**src/rtl/debounce_pkg.sv**
```systemverilog
// Shared types and helpers for the debounce / edge-detect conditioning stage.
// Optional build macro: DEBOUNCE_GLITCH_COUNT_EN (adds a rejected-glitch counter).
package debounce_pkg;

   typedef enum logic [1:0] {
      S_LOW    = 2'd0,
      S_WAIT_H = 2'd1,
      S_HIGH   = 2'd2,
      S_WAIT_L = 2'd3
   } state_t;

   localparam int DEF_SYNC_STAGES   = 2;
   localparam int DEF_STABLE_CYCLES = 4;
   localparam int DEF_CNT_W         = 8;
   localparam int MAX_CNT_W         = 32;

   // Counters are widened to MAX_CNT_W for the call; w is the real width,
   // so the ceiling is 2^w-1 and the value holds there once reached.
   function automatic logic [MAX_CNT_W-1:0] sat_inc(input logic [MAX_CNT_W-1:0] v,
                                                    input int unsigned         w);
      logic [MAX_CNT_W-1:0] lim;
      lim = (w >= MAX_CNT_W) ? '1 : ((MAX_CNT_W'(1) << w) - MAX_CNT_W'(1));
      return (v >= lim) ? v : v + MAX_CNT_W'(1);
   endfunction

endpackage

```
**src/rtl/sync_nff.sv**
```systemverilog
// N-flop synchroniser for a single asynchronous bit; contents cleared by sync_reset.
module sync_nff #(
   parameter int STAGES = 2
) (
   input  logic clk,
   input  logic sync_reset,
   input  logic din,
   output logic dout
);

   logic [STAGES-1:0] ff;

   always_ff @(posedge clk) begin
      if (sync_reset) ff <= '0;
      else            ff <= {ff[STAGES-2:0], din};
   end

   assign dout = ff[STAGES-1];

endmodule

```
**src/rtl/debounce_edge_detect.sv**
```systemverilog
// Synchronise + stable-time debounce of a raw input, with rise/fall strobes and
// saturating edge counter. DEBOUNCE_GLITCH_COUNT_EN adds glitch_count.
module debounce_edge_detect
   import debounce_pkg::*;
#(
   parameter int SYNC_STAGES   = DEF_SYNC_STAGES,
   parameter int STABLE_CYCLES = DEF_STABLE_CYCLES,
   parameter int CNT_W         = DEF_CNT_W
) (
   input  logic             clk,
   input  logic             sync_reset,
   input  logic             din,
   input  logic             clr_count,
   output logic             level,
   output logic             rise,
   output logic             fall,
   output logic [CNT_W-1:0] edge_count
`ifdef DEBOUNCE_GLITCH_COUNT_EN
   ,
   output logic [CNT_W-1:0] glitch_count
`endif
);

   localparam int TW = (STABLE_CYCLES > 1) ? $clog2(STABLE_CYCLES) : 1;
   localparam logic [TW-1:0] T_LAST = TW'(STABLE_CYCLES - 1);

   logic          din_s;
   state_t        state, state_d;
   logic [TW-1:0] timer, timer_d;
   logic          level_d, rise_d, fall_d, edge_inc;

   sync_nff #(.STAGES(SYNC_STAGES)) u_sync (
      .clk        (clk),
      .sync_reset (sync_reset),
      .din        (din),
      .dout       (din_s)
   );

   always_ff @(posedge clk) begin
      if (sync_reset) begin
         state <= S_LOW;
         timer <= '0;
         level <= 1'b0;
         rise  <= 1'b0;
         fall  <= 1'b0;
      end else begin
         state <= state_d;
         timer <= timer_d;
         level <= level_d;
         rise  <= rise_d;
         fall  <= fall_d;
      end
   end

   // The timer counts din_s samples already seen at the candidate level;
   // acceptance happens on the STABLE_CYCLES-th consecutive sample.
   always_comb begin
      state_d  = state;
      timer_d  = timer;
      level_d  = level;
      rise_d   = 1'b0;
      fall_d   = 1'b0;
      edge_inc = 1'b0;
      case (state)
         S_LOW: begin
            if (din_s) begin
               state_d = S_WAIT_H;
               timer_d = TW'(1);
            end
         end
         S_WAIT_H: begin
            if (!din_s) begin
               state_d = S_LOW;
               timer_d = '0;
            end else if (timer == T_LAST) begin
               state_d  = S_HIGH;
               timer_d  = '0;
               level_d  = 1'b1;
               rise_d   = 1'b1;
               edge_inc = 1'b1;
            end else begin
               timer_d = timer + TW'(1);
            end
         end
         S_HIGH: begin
            if (!din_s) begin
               state_d = S_WAIT_L;
               timer_d = TW'(1);
            end
         end
         S_WAIT_L: begin
            if (din_s) begin
               state_d = S_HIGH;
               timer_d = '0;
            end else if (timer == T_LAST) begin
               state_d  = S_LOW;
               timer_d  = '0;
               level_d  = 1'b0;
               fall_d   = 1'b1;
               edge_inc = 1'b1;
            end else begin
               timer_d = timer + TW'(1);
            end
         end
         default: begin
            state_d = S_LOW;
            timer_d = '0;
         end
      endcase
   end

   // Clear takes priority over a same-cycle increment.
   always_ff @(posedge clk) begin
      if (sync_reset || clr_count) edge_count <= '0;
      else if (edge_inc)           edge_count <= CNT_W'(sat_inc(MAX_CNT_W'(edge_count), CNT_W));
   end

`ifdef DEBOUNCE_GLITCH_COUNT_EN
   logic glitch_inc;
   assign glitch_inc = ((state == S_WAIT_H) && !din_s) || ((state == S_WAIT_L) && din_s);

   always_ff @(posedge clk) begin
      if (sync_reset || clr_count) glitch_count <= '0;
      else if (glitch_inc)         glitch_count <= CNT_W'(sat_inc(MAX_CNT_W'(glitch_count), CNT_W));
   end
`endif

endmodule

```
**config.mk**
```make
export PLATFORM = sky130hd
export DESIGN_NAME = debounce_edge_detect
export DESIGN_NICKNAME = d
export VERILOG_FILES = /design/src/rtl/debounce_pkg.sv /design/src/rtl/sync_nff.sv /design/src/rtl/debounce_edge_detect.sv
export SDC_FILE = /design/constraint.sdc
export NUM_CORES = 1
export LEC_CHECK = 0
export ABC_AREA = 1
export BUFFER_PORTS_ARGS = -buffer_cell sky130_fd_sc_hd__buf_2
export CORE_UTILIZATION = 45
export DETAILED_ROUTE_END_ITERATION = 10
export PLACE_DENSITY_LB_ADDON = 0.2
export SLEW_MARGIN = 30
export SYNTH_ARGS = -nofsm -noshare
export SYNTH_HDL_FRONTEND = slang
export SYNTH_SLANG_ARGS = --single-unit
export TNS_END_PERCENT = 20
```
**constraint.sdc**
```tcl
create_clock -name clk -period 1.2 [get_ports clk]
set_input_delay 0.12 -clock clk [delete_from_list [all_inputs] [get_ports clk]]
set_output_delay 0.12 -clock clk [all_outputs]
set_load 0.02 [all_outputs]
```
==> results.yml <==
critical_path:
  cpLargestDelayFamily: "simple AND/OR/NAND/NOR gates"
  slowest_stage: "dfxtp_2"
  r2r_setup_slack_ns: -0.005
  path_class: "flip-flop to flip-flop"
  cp-start-kind: "flip-flop"
  worst-path-max-fanout: 6
  cp-end-kind: "flip-flop"
  cp.arrival_ns: 1.40
  critPathBufInv: 0
  required_ns: 1.40
  path_cells: "ha_4, nand4_1, nand2_2, nand2_4, o21ai_2, nor2_1"
  cp_slowest_stage_delay_ns: 0.37
logic_synthesis:
  yosys_warnings: 0
  seq_area_frac_synth_pct: 41.1
  syn_inst: 117
  synth.cell_area_sq_um: 827
  synth_seq_cells: 17
  synthDistinctLibCells: 23
  yosys.area.top_type: "dfxtp_1"
  synth_top_area_share_pct: 41.1
  synth_nets: 123
  syn_area_per_cell_sq_um: 7.07
  synth_area_leaders: "dfxtp_1 41%, nand2_1 12%, inv_1 7.3%"
power_and_ir_drop:
  switchingPower_mw: 0.218
  power.density_nw_per_um2: 878
  ir_drop_v: 0.000670
  internal_power_mw: 0.709
  p_clk_share_pct: 34.1
  pwr-share-comb_pct: 3.9
  leakage_nw: 0.478
  pwr-share-seq_pct: 62.0
  swShare_pct: 23.6
placed_design:
  dp_cells: 162
  place.gp.congestion: 0.850
  io_buffers: 14
  place_hpwl_microns: 1340
routing:
  vias_per_cell: 4.81
  wl_per_cell_microns: 11.1
  vias: 803
  initialDrtViolationCount: 31
  dr.pass1.iters: 4
  detail-route-antenna-nets: 0
  drc: 0
  wl_microns: 1860
clock_network:
  numCtsBuffers: 3
  clk_pin_slew_ns: 0.10
  cts_tree: "yes"
  htreeDepth: 1
  ctsLongestPathBuffers: 2
  clk_latency_ns: 0.30
  holdBufCountCts: 0
  cts_sinks: 17
  cts_root_buffer: "clkbuf_4"
floorplan:
  coreArea_sq_um: 1730
  num_io_pins: 15
  die_h_microns: 44.9
  die_area_sq_um: 2010
  initial_core_util_pct: 47.9
  rows: 15
  dieWidth_microns: 44.9
final_layout:
  ff_latch_area_sq_um: 345
  num-nets-final: 149
  drive_above_1_share_pct: 32.4
  multi_input_area_sq_um: 449
  antenna_cells: 0
  nFillCells: 175
  final_cells: 167
  area_growth_syn_to_layout_pct: 27.7
  utilization_pct: 61.2
sta:
  drv_slew: 0
  setup_tns_ns: -0.00471
  final-setup-viol-count: 1
  setup_ws_ns: -0.00471
  rsz0062_at_grt: "yes"
  period_share_pct: 100
  fin_skew_ns: 0.00250
  tightest_slew_ns: 0.463
  clock.fmax_mhz: 830
  period_minus_slack_ns: 1.20
  hold_viol: 0
  slew_headroom_pct: 69.0
outcome:
  status: "complete, but fails checks"
  violations: "negative setup slack"
grt:
  grt_pass1_vias: 685
  grt_usage_pct: 20.6
  gr-total-overflow: 0
  grt_max_degree: 11
  grt_pass1_wl_microns: 2900
  grt_antenna_before_repair: 0
min_path:
  min_path_type: "input pin to flip-flop"
flow_run:
  drv_cap: 0
power by group through the flow:
stage / Clock [mW] / Sequential [mW] / Combinational, mW
6_report: 0.316 / 0.575 / 0.0357
3_5_place_dp: 0 / 0.587 / 0.0296
2_1_floorplan: 0 / 0.586 / 0.0213
3_3_place_gp: 0 / 0.586 / 0.0285
4_1_cts: 0.323 / 0.575 / 0.0349
5_1_grt: 0.341 / 0.576 / 0.0405
tightest hold or removal path, delay by kind of cell:
kind	cells	cell delay, ns
simple gates	1	0.03
buf+inv	2	0.13
Yosys cell counts:
master	number
xor2_1	2
buf_2	1
o31ai_1	1
nand2_4	2
ha_1	2
o21ai_1	2
o21ai_0	1
clkinv_1	1
nand2_1	26
nor2_2	3
nand3_2	1
inv_1	16
a21oi_1	7
nand4_1	4
nand3_1	7
nor2_1	16
inv_2	1
nor3_1	1
nand3b_1	1
clkinv_2	1
dfxtp_1	17
nand2_2	3
xnor2_1	1
layer usage:
metal,up-vias,global-route usage (%),wire (microns)
met5,-,0,0
met4,0,8.48,22
met3,2,7.20,97
met2,24,33.8,889
met1,360,24.6,847
li1,417,-,-
state kept, by name, indices dropped and copies added, names as in the netlist, named ones only:
signal and cells:
edge_count 8, fall 1, level 1, rise 1, state 1, timer 2
u_sync.ff 2
cell families (layout without fill, tap and decap cells):
| logic type | Yosys count | in the layout | share of synthesized area, % |
|---|---|---|---|
| AO/OA/AOI/OAI | 11 | 11 | 6.96 |
| XOR/XNOR | 3 | 3 | 3.18 |
| adder cells (fa/ha/maj) | 2 | 2 | 3.03 |
| buffers and inverters | 20 | 45 | 9.38 |
| flip-flops | 17 | 17 | 41.2 |
| AND/OR/NAND/NOR | 64 | 64 | 36.3 |
cells in the final DEF (no fill, tap or decap):
cell and count:
a21oi_1 7, buf_2 14, buf_4 8, clkbuf_4 3, clkinv_1 1, clkinv_2 2
dfxtp_1 13, dfxtp_2 4, ha_4 2, inv_1 16, inv_2 1, nand2_1 26
nand2_2 3, nand2_4 2, nand3_1 7, nand3_2 1, nand3b_1 1, nand4_1 4
nor2_1 15, nor2_2 3, nor2_4 1, nor3_1 1, o21ai_0 1, o21ai_2 2
o31ai_1 1, xnor2_1 1, xor2_1 2
final cells by class:
cell class / count / share of cell area (%)
Tap cell: 25 / 2.96
Clock buffer: 3 / 2.13
Clock inverter: 1 / 0.474
Inverter: 19 / 6.87
Multi-Input combinational cell: 80 / 42.5
Timing Repair Buffer: 22 / 12.3
Sequential cell: 17 / 32.7
path summary, 6_finish.rpt:
| path | start | depth (start not counted) | to |
|---|---|---|---|
| max | timer[0]$_SDFFE_PP0P_ | 6 | edge_count[1]$_SDFFE_PP0P_ |
| min | din | 3 | u_sync.ff[0]$_SDFF_PP0_ |
| max reg2reg | timer[0]$_SDFFE_PP0P_ | 6 | edge_count[1]$_SDFFE_PP0P_ |
| min reg2reg | u_sync.ff[0]$_SDFF_PP0_ | 2 | u_sync.ff[1]$_SDFF_PP0_ |
through the flow:
stage / hold WS (ns) / total power, mW / worst slack, ns / instance area [sq um]
3_3_place_gp: 0.323 / 0.615 / -0.0261 / 981
3_5_place_dp: 0.347 / 0.617 / -0.0422 / 981
2_1_floorplan: 0.227 / 0.607 / 0.00567 / 832
6_report: 0.0232 / 0.927 / -0.00471 / 1060
4_1_cts: 0.0204 / 0.933 / 0.00415 / 1040
5_1_grt: 0.0290 / 0.957 / -0.0540 / 1060
repair_timing:
| action | 4_1_cts | 5_1_grt |
|---|---|---|
| setup endpoints to repair | 8 | 8 |
| resized for setup | 6 | 3 |
| pin swaps | 4 | 0 |
| buffers inserted | 1 | 0 |
(Power assumes the default switching activity.)
